$ cat src/rtl/serial_eq_pkg.sv
// Shared types and constants for the serial word equality checker.
// FSM state encoding and the default word width.
package serial_eq_pkg;

    typedef enum logic [1:0] {
        IDLE = 2'b00,
        RUN  = 2'b01,
        DONE = 2'b10
    } state_t;

    localparam int DEFAULT_WIDTH = 8;

endpackage

$ cat src/rtl/serial_eq_checker_amisha_eq1.sv
// One-bit equality cell: eq_amisha is high when both inputs carry the same level.
module eq1_Amisha (
    input  logic i0_amisha,
    input  logic i1_amisha,
    output logic eq_amisha
);

    // Sum-of-products form: both low or both high.
    assign eq_amisha = (~i0_amisha & ~i1_amisha) | (i0_amisha & i1_amisha);

endmodule

$ cat src/rtl/serial_eq_checker_amisha.sv
// Serial word comparator folding eq1_Amisha results over WIDTH accepted bit pairs.
// Define SERIAL_EQ_MISMATCH_CNT_EN to build the mismatch counter and first-index logic.
module serial_eq_checker_amisha
    import serial_eq_pkg::*;
#(
    parameter  int WIDTH = DEFAULT_WIDTH,
    localparam int CNT_W = $clog2(WIDTH + 1)
) (
    input  logic             clk_amisha,
    input  logic             rst_n_amisha,
    input  logic             start_amisha,
    input  logic             bit_valid_amisha,
    input  logic             a_bit_amisha,
    input  logic             b_bit_amisha,
    output logic             busy_amisha,
    output logic             done_amisha,
    output logic             eq_amisha,
    output logic [CNT_W-1:0] mismatch_cnt_amisha,
    output logic [CNT_W-1:0] first_idx_amisha
);

    state_t           state;
    state_t           next_state;
    logic [CNT_W-1:0] bit_cnt;
    logic             eq_acc;
    logic             bit_eq;
    logic             start_ok;
    logic             accept;
    logic             last_bit;

    eq1_Amisha u_eq1 (
        .i0_amisha (a_bit_amisha),
        .i1_amisha (b_bit_amisha),
        .eq_amisha (bit_eq)
    );

    // A start is honoured only in IDLE or in the DONE cycle; in RUN it is ignored.
    assign start_ok = start_amisha && ((state == IDLE) || (state == DONE));
    assign accept   = (state == RUN) && bit_valid_amisha;
    assign last_bit = accept && (bit_cnt == CNT_W'(WIDTH - 1));

    // NOTE: non-blocking assignments in clocked blocks so every flop samples pre-edge values.
    always_ff @(posedge clk_amisha or negedge rst_n_amisha) begin
        if (!rst_n_amisha) begin
            state <= IDLE;
        end else begin
            state <= next_state;
        end
    end

    // NOTE: next_state gets a default before the case so no path leaves it unassigned (no latch).
    always_comb begin
        next_state = state;
        case (state)
            IDLE:    if (start_amisha) next_state = RUN;
            RUN:     if (last_bit)     next_state = DONE;
            DONE:    next_state = start_amisha ? RUN : IDLE;
            default: next_state = IDLE;
        endcase
    end

    // Status outputs are flops loaded from the next state, so they track the FSM with no input-to-output path.
    always_ff @(posedge clk_amisha or negedge rst_n_amisha) begin
        if (!rst_n_amisha) begin
            busy_amisha <= 1'b0;
            done_amisha <= 1'b0;
            bit_cnt     <= '0;
            eq_acc      <= 1'b0;
            eq_amisha   <= 1'b0;
        end else begin
            busy_amisha <= (next_state == RUN);
            done_amisha <= (next_state == DONE);
            if (start_ok) begin
                bit_cnt   <= '0;
                eq_acc    <= 1'b1;
                eq_amisha <= 1'b0;
            end else if (accept) begin
                bit_cnt <= bit_cnt + 1'b1;
                eq_acc  <= eq_acc & bit_eq;
                if (last_bit) begin
                    eq_amisha <= eq_acc & bit_eq;
                end
            end
        end
    end

`ifdef SERIAL_EQ_MISMATCH_CNT_EN
    logic [CNT_W-1:0] mism_acc;
    logic [CNT_W-1:0] idx_acc;
    logic             first_seen;
    logic             mismatch;
    logic [CNT_W-1:0] mism_next;
    logic [CNT_W-1:0] idx_next;

    assign mismatch  = ~bit_eq;
    assign mism_next = mism_acc + {{(CNT_W-1){1'b0}}, mismatch};
    assign idx_next  = (mismatch && !first_seen) ? bit_cnt : idx_acc;

    always_ff @(posedge clk_amisha or negedge rst_n_amisha) begin
        if (!rst_n_amisha) begin
            mism_acc            <= '0;
            idx_acc             <= '0;
            first_seen          <= 1'b0;
            mismatch_cnt_amisha <= '0;
            first_idx_amisha    <= '0;
        end else begin
            if (start_ok) begin
                mism_acc            <= '0;
                idx_acc             <= '0;
                first_seen          <= 1'b0;
                mismatch_cnt_amisha <= '0;
                first_idx_amisha    <= '0;
            end else if (accept) begin
                mism_acc   <= mism_next;
                idx_acc    <= idx_next;
                first_seen <= first_seen | mismatch;
                if (last_bit) begin
                    mismatch_cnt_amisha <= mism_next;
                    first_idx_amisha    <= idx_next;
                end
            end
        end
    end
`else
    assign mismatch_cnt_amisha = '0;
    assign first_idx_amisha    = '0;
`endif

endmodule

$ cat config.mk
export PLATFORM = sky130hd
export DESIGN_NAME = serial_eq_checker_amisha
export DESIGN_NICKNAME = d
export VERILOG_FILES = /design/src/rtl/serial_eq_pkg.sv /design/src/rtl/serial_eq_checker_amisha_eq1.sv /design/src/rtl/serial_eq_checker_amisha.sv
export SDC_FILE = /design/constraint.sdc
export NUM_CORES = 1
export LEC_CHECK = 0
export BUFFER_PORTS_ARGS = -buffer_cell sky130_fd_sc_hd__buf_2
export CAP_MARGIN = 20
export CORE_MARGIN = 4
export CORE_UTILIZATION = 40
export DETAILED_ROUTE_END_ITERATION = 12
export PLACE_DENSITY = 0.65
export RECOVER_POWER = 100
export REMOVE_ABC_BUFFERS = 1
export SKIP_CTS_REPAIR_TIMING = 1
export SLEW_MARGIN = 15
export SYNTH_ARGS = -nofsm -noshare
export SYNTH_HDL_FRONTEND = slang
export SYNTH_HIERARCHICAL = 1
export SYNTH_SLANG_ARGS = --single-unit
$ cat constraint.sdc
create_clock -name clk_amisha -period 1.2 [get_ports clk_amisha]
set_input_delay 0.12 -clock clk_amisha [delete_from_list [all_inputs] [get_ports clk_amisha]]
set_output_delay 0.12 -clock clk_amisha [all_outputs]
set_load 0.02 [all_outputs]
==> results.py <==
metrics = {
    "outcome": {
        "status": "finished with violations",
        "violations": "setup timing",
    },
    "placed_design": {
        "place.port_buffers": 8,
        "hpwl_um": 691,
        "gp_congestion": 0.750,
        "dp_cells": 79,
        "place_area_um2": 616,
    },
    "synth": {
        "synthAdderAreaFrac_pct": 2.28,
        "synth-simple-area-share_pct": 20.0,
        "syn_area_per_cell_um2": 10.8,
        "synth_area_leaders": "dfrtp_1 (46%), buf_4 (11%), xnor2_1 (4.8%)",
        "synth_top_area_share_pct": 45.6,
        "synthDistinctLibCells": 24,
        "netlist_area_um2": 549,
        "synth_top_family_by_area": "simple AND/OR/NAND/NOR gates",
        "ys_seq_area_share_pct": 45.6,
        "synthCells": 51,
        "synthXorXnorAreaFrac_pct": 4.78,
        "synth_warnings": 6,
        "synth.area.mux_share_pct": 3.87,
        "yosys.area.top_type": "dfrtp_1",
        "synth_compound_area_share_pct": 9.79,
        "ys_seq_elements": 10,
    },
    "worst_setup_path": {
        "cp.required_ns": 1.35,
        "crit_slowest_cell": "dfrtp_1",
        "cp-start-kind": "register",
        "crit_chain": "nor3b_2 -> a31o_1 -> or3b_1",
        "endpoint_kind": "register",
        "crit_path_max_incr_delay_ns": 0.42,
        "regToRegStartpoint": "bit_cnt[3]",
        "rr_worst_depth": 3,
        "critPathKind": "reg2reg",
        "critPathArrivalTime_ns": 1.36,
        "regToRegEndpoint": "bit_cnt[3]",
        "r2r_slack_ns": -0.01,
        "cp_max_fo": 5,
    },
    "die": {
        "io_pins": 17,
        "dieHeight_um": 45.1,
        "initial_core_util_pct": 42.2,
        "core_mm2": 0.00130,
        "die_area_mm2": 0.00203,
        "placementRows": 13,
        "die_w_um": 45.1,
    },
    "global_routing": {
        "grt_overflow": 0,
        "grt_pass1_wl_um": 1460,
        "grt_pass1_vias": 322,
        "grt_start_max_net_pins": 11,
        "antenna_found_initial": 0,
        "grt_usage_pct": 10.7,
    },
    "cells_and_area": {
        "areaGrowthSynthToFinish_pct": 19.1,
        "final_nets": 77,
        "mostFrequentLayoutCells": "dfrtp_1 (10), conb_1 (8), buf_4 (7)",
        "stdcell_count": 83,
        "layout_commonest_cell": "dfrtp_1",
        "n_antenna_cell": 0,
        "drive_gt1_share_pct": 26.5,
        "fin_area_um2": 654,
    },
    "detailed_routing": {
        "drtIter0Drc": 4,
        "routedWlPerCell_um": 10.9,
        "drc": 0,
        "antenna_left": 0,
        "routed_wirelength_um": 901,
        "via_count": 400,
        "drtPass1Iterations": 2,
        "vias_per_cell": 4.82,
    },
    "cts": {
        "cts_tree": "done",
        "cts_sinks": 10,
        "clkSlewWorstSetupHoldPaths_ns": 0.06,
        "max-clock-path-buffers": 2,
        "cts_made_buffers": 3,
        "clk-insertion-delay-late_ns": 0.27,
        "h-tree-depth": 1,
        "root_buffer": "clkbuf_4",
    },
    "sta": {
        "setup_viol": 2,
        "fin_ws_ns": -0.0145,
        "finClkSkew_ns": 0.00229,
        "min_period_over_period_pct": 101,
        "relSlewSlack_pct": 63.3,
        "fmax_mhz": 823,
        "worst_pin_slew_ns": 0.550,
        "hold_violations": 0,
        "rsz0062_at_grt": "yes",
        "slew_violations": 0,
        "min_period_ns": 1.21,
    },
    "power": {
        "p_per_area_mw_per_mm2": 2240,
        "leakage_uw": 0.000308,
        "ir_worst_vdd_v": 0.000932,
    },
    "hold_path": {
        "holdPathStages": 4,
        "hold_class": "in2reg",
        "hold_end": "eq_amisha",
        "worstHoldStart": "a_bit_amisha",
    },
    "flow_run": {
        "drv_cap": 0,
    },
}
## per-stage QoR
step                      hold WS [ns]  util [%]  worst slack, ns  power (uW)  setup TNS [ns]
after global routing             0.163      50.3          -0.0418        1590          -0.143
after floorplan                 -0.176         -          -0.0154         987         -0.0269
after global placement        -0.00576      47.3          -0.0175        1220         -0.0175
after detailed placement     -0.000345      47.3          -0.0249        1230         -0.0276
final                            0.160      50.3          -0.0145        1470         -0.0196
after CTS                       -0.293      49.0          -0.0292        1460         -0.0524
## registers in the layout, indices dropped and copies added, names as in the netlist
register and count:
state 2, done_amisha 1, eq_amisha 1, busy_amisha 1
eq_acc 1, bit_cnt 4
## metal layers
| metal | wire length [um] | GRT usage, % | up-vias |
|---|---|---|---|
| met2 | 422 | 13.8 | 13 |
| met5 | 0 | 0 | - |
| li1 | - | - | 200 |
| met4 | 8 | 3.51 | 0 |
| met3 | 74 | 7.17 | 2 |
| met1 | 395 | 14.1 | 185 |
## worst max path at each step
stage,to,startpoint,cells after the start,slack [ns]
after floorplan,bit_cnt[3],state[0],3,-0.02
after global placement,bit_cnt[3],state[1],3,-0.02
after detailed placement,bit_cnt[3],state[1],3,-0.02
after CTS,bit_cnt[3],state[1],3,-0.03
after global routing,bit_cnt[2],bit_cnt[1],5,-0.04
final,bit_cnt[3],bit_cnt[3],3,-0.01
## Yosys cell counts, drive strengths merged
cell type / count
nand3b: 1
ha: 1
mux2: 1
nor3: 2
nand2: 3
nor2: 2
nand3: 2
xnor2: 3
a22o: 2
a21o: 1
nand2b: 3
buf: 9
conb: 1
or3b: 1
dfrtp: 10
a31o: 1
mux2i: 1
a21oi: 3
o21ai: 1
nor4b: 1
nor3b: 2
## cell type report
cell class | instances | area, um^2
tap | 15 | 18.8
fill | 134 | 647
sequential | 10 | 250
timing repair buffer | 16 | 97.6
multi-input combinational | 39 | 265
clock buffer | 3 | 22.5
## kinds of logic after synthesis
logic type / Yosys count
AO/OA/AOI/OAI: 8
XOR/XNOR: 3
adder cells (fa/ha/maj): 1
buffers and inverters: 9
flip-flops: 10
multiplexers: 2
other: 1
AND/OR/NAND/NOR: 17
## power by group
| part | switching (uW) | total (uW) | internal (uW) |
|---|---|---|---|
| registers | 101 | 569 | 468 |
| clock network | 112 | 228 | 116 |
| logic | 314 | 668 | 354 |
## critical path: cells and delay by family (launching register included)
family / cells / cell delay, ns
AO/OA/AOI/OAI: 1 / 0.18
flip-flops: 1 / 0.42
AND/OR/NAND/NOR: 2 / 0.51
Note: power is estimated with default switching activity, not from simulation.
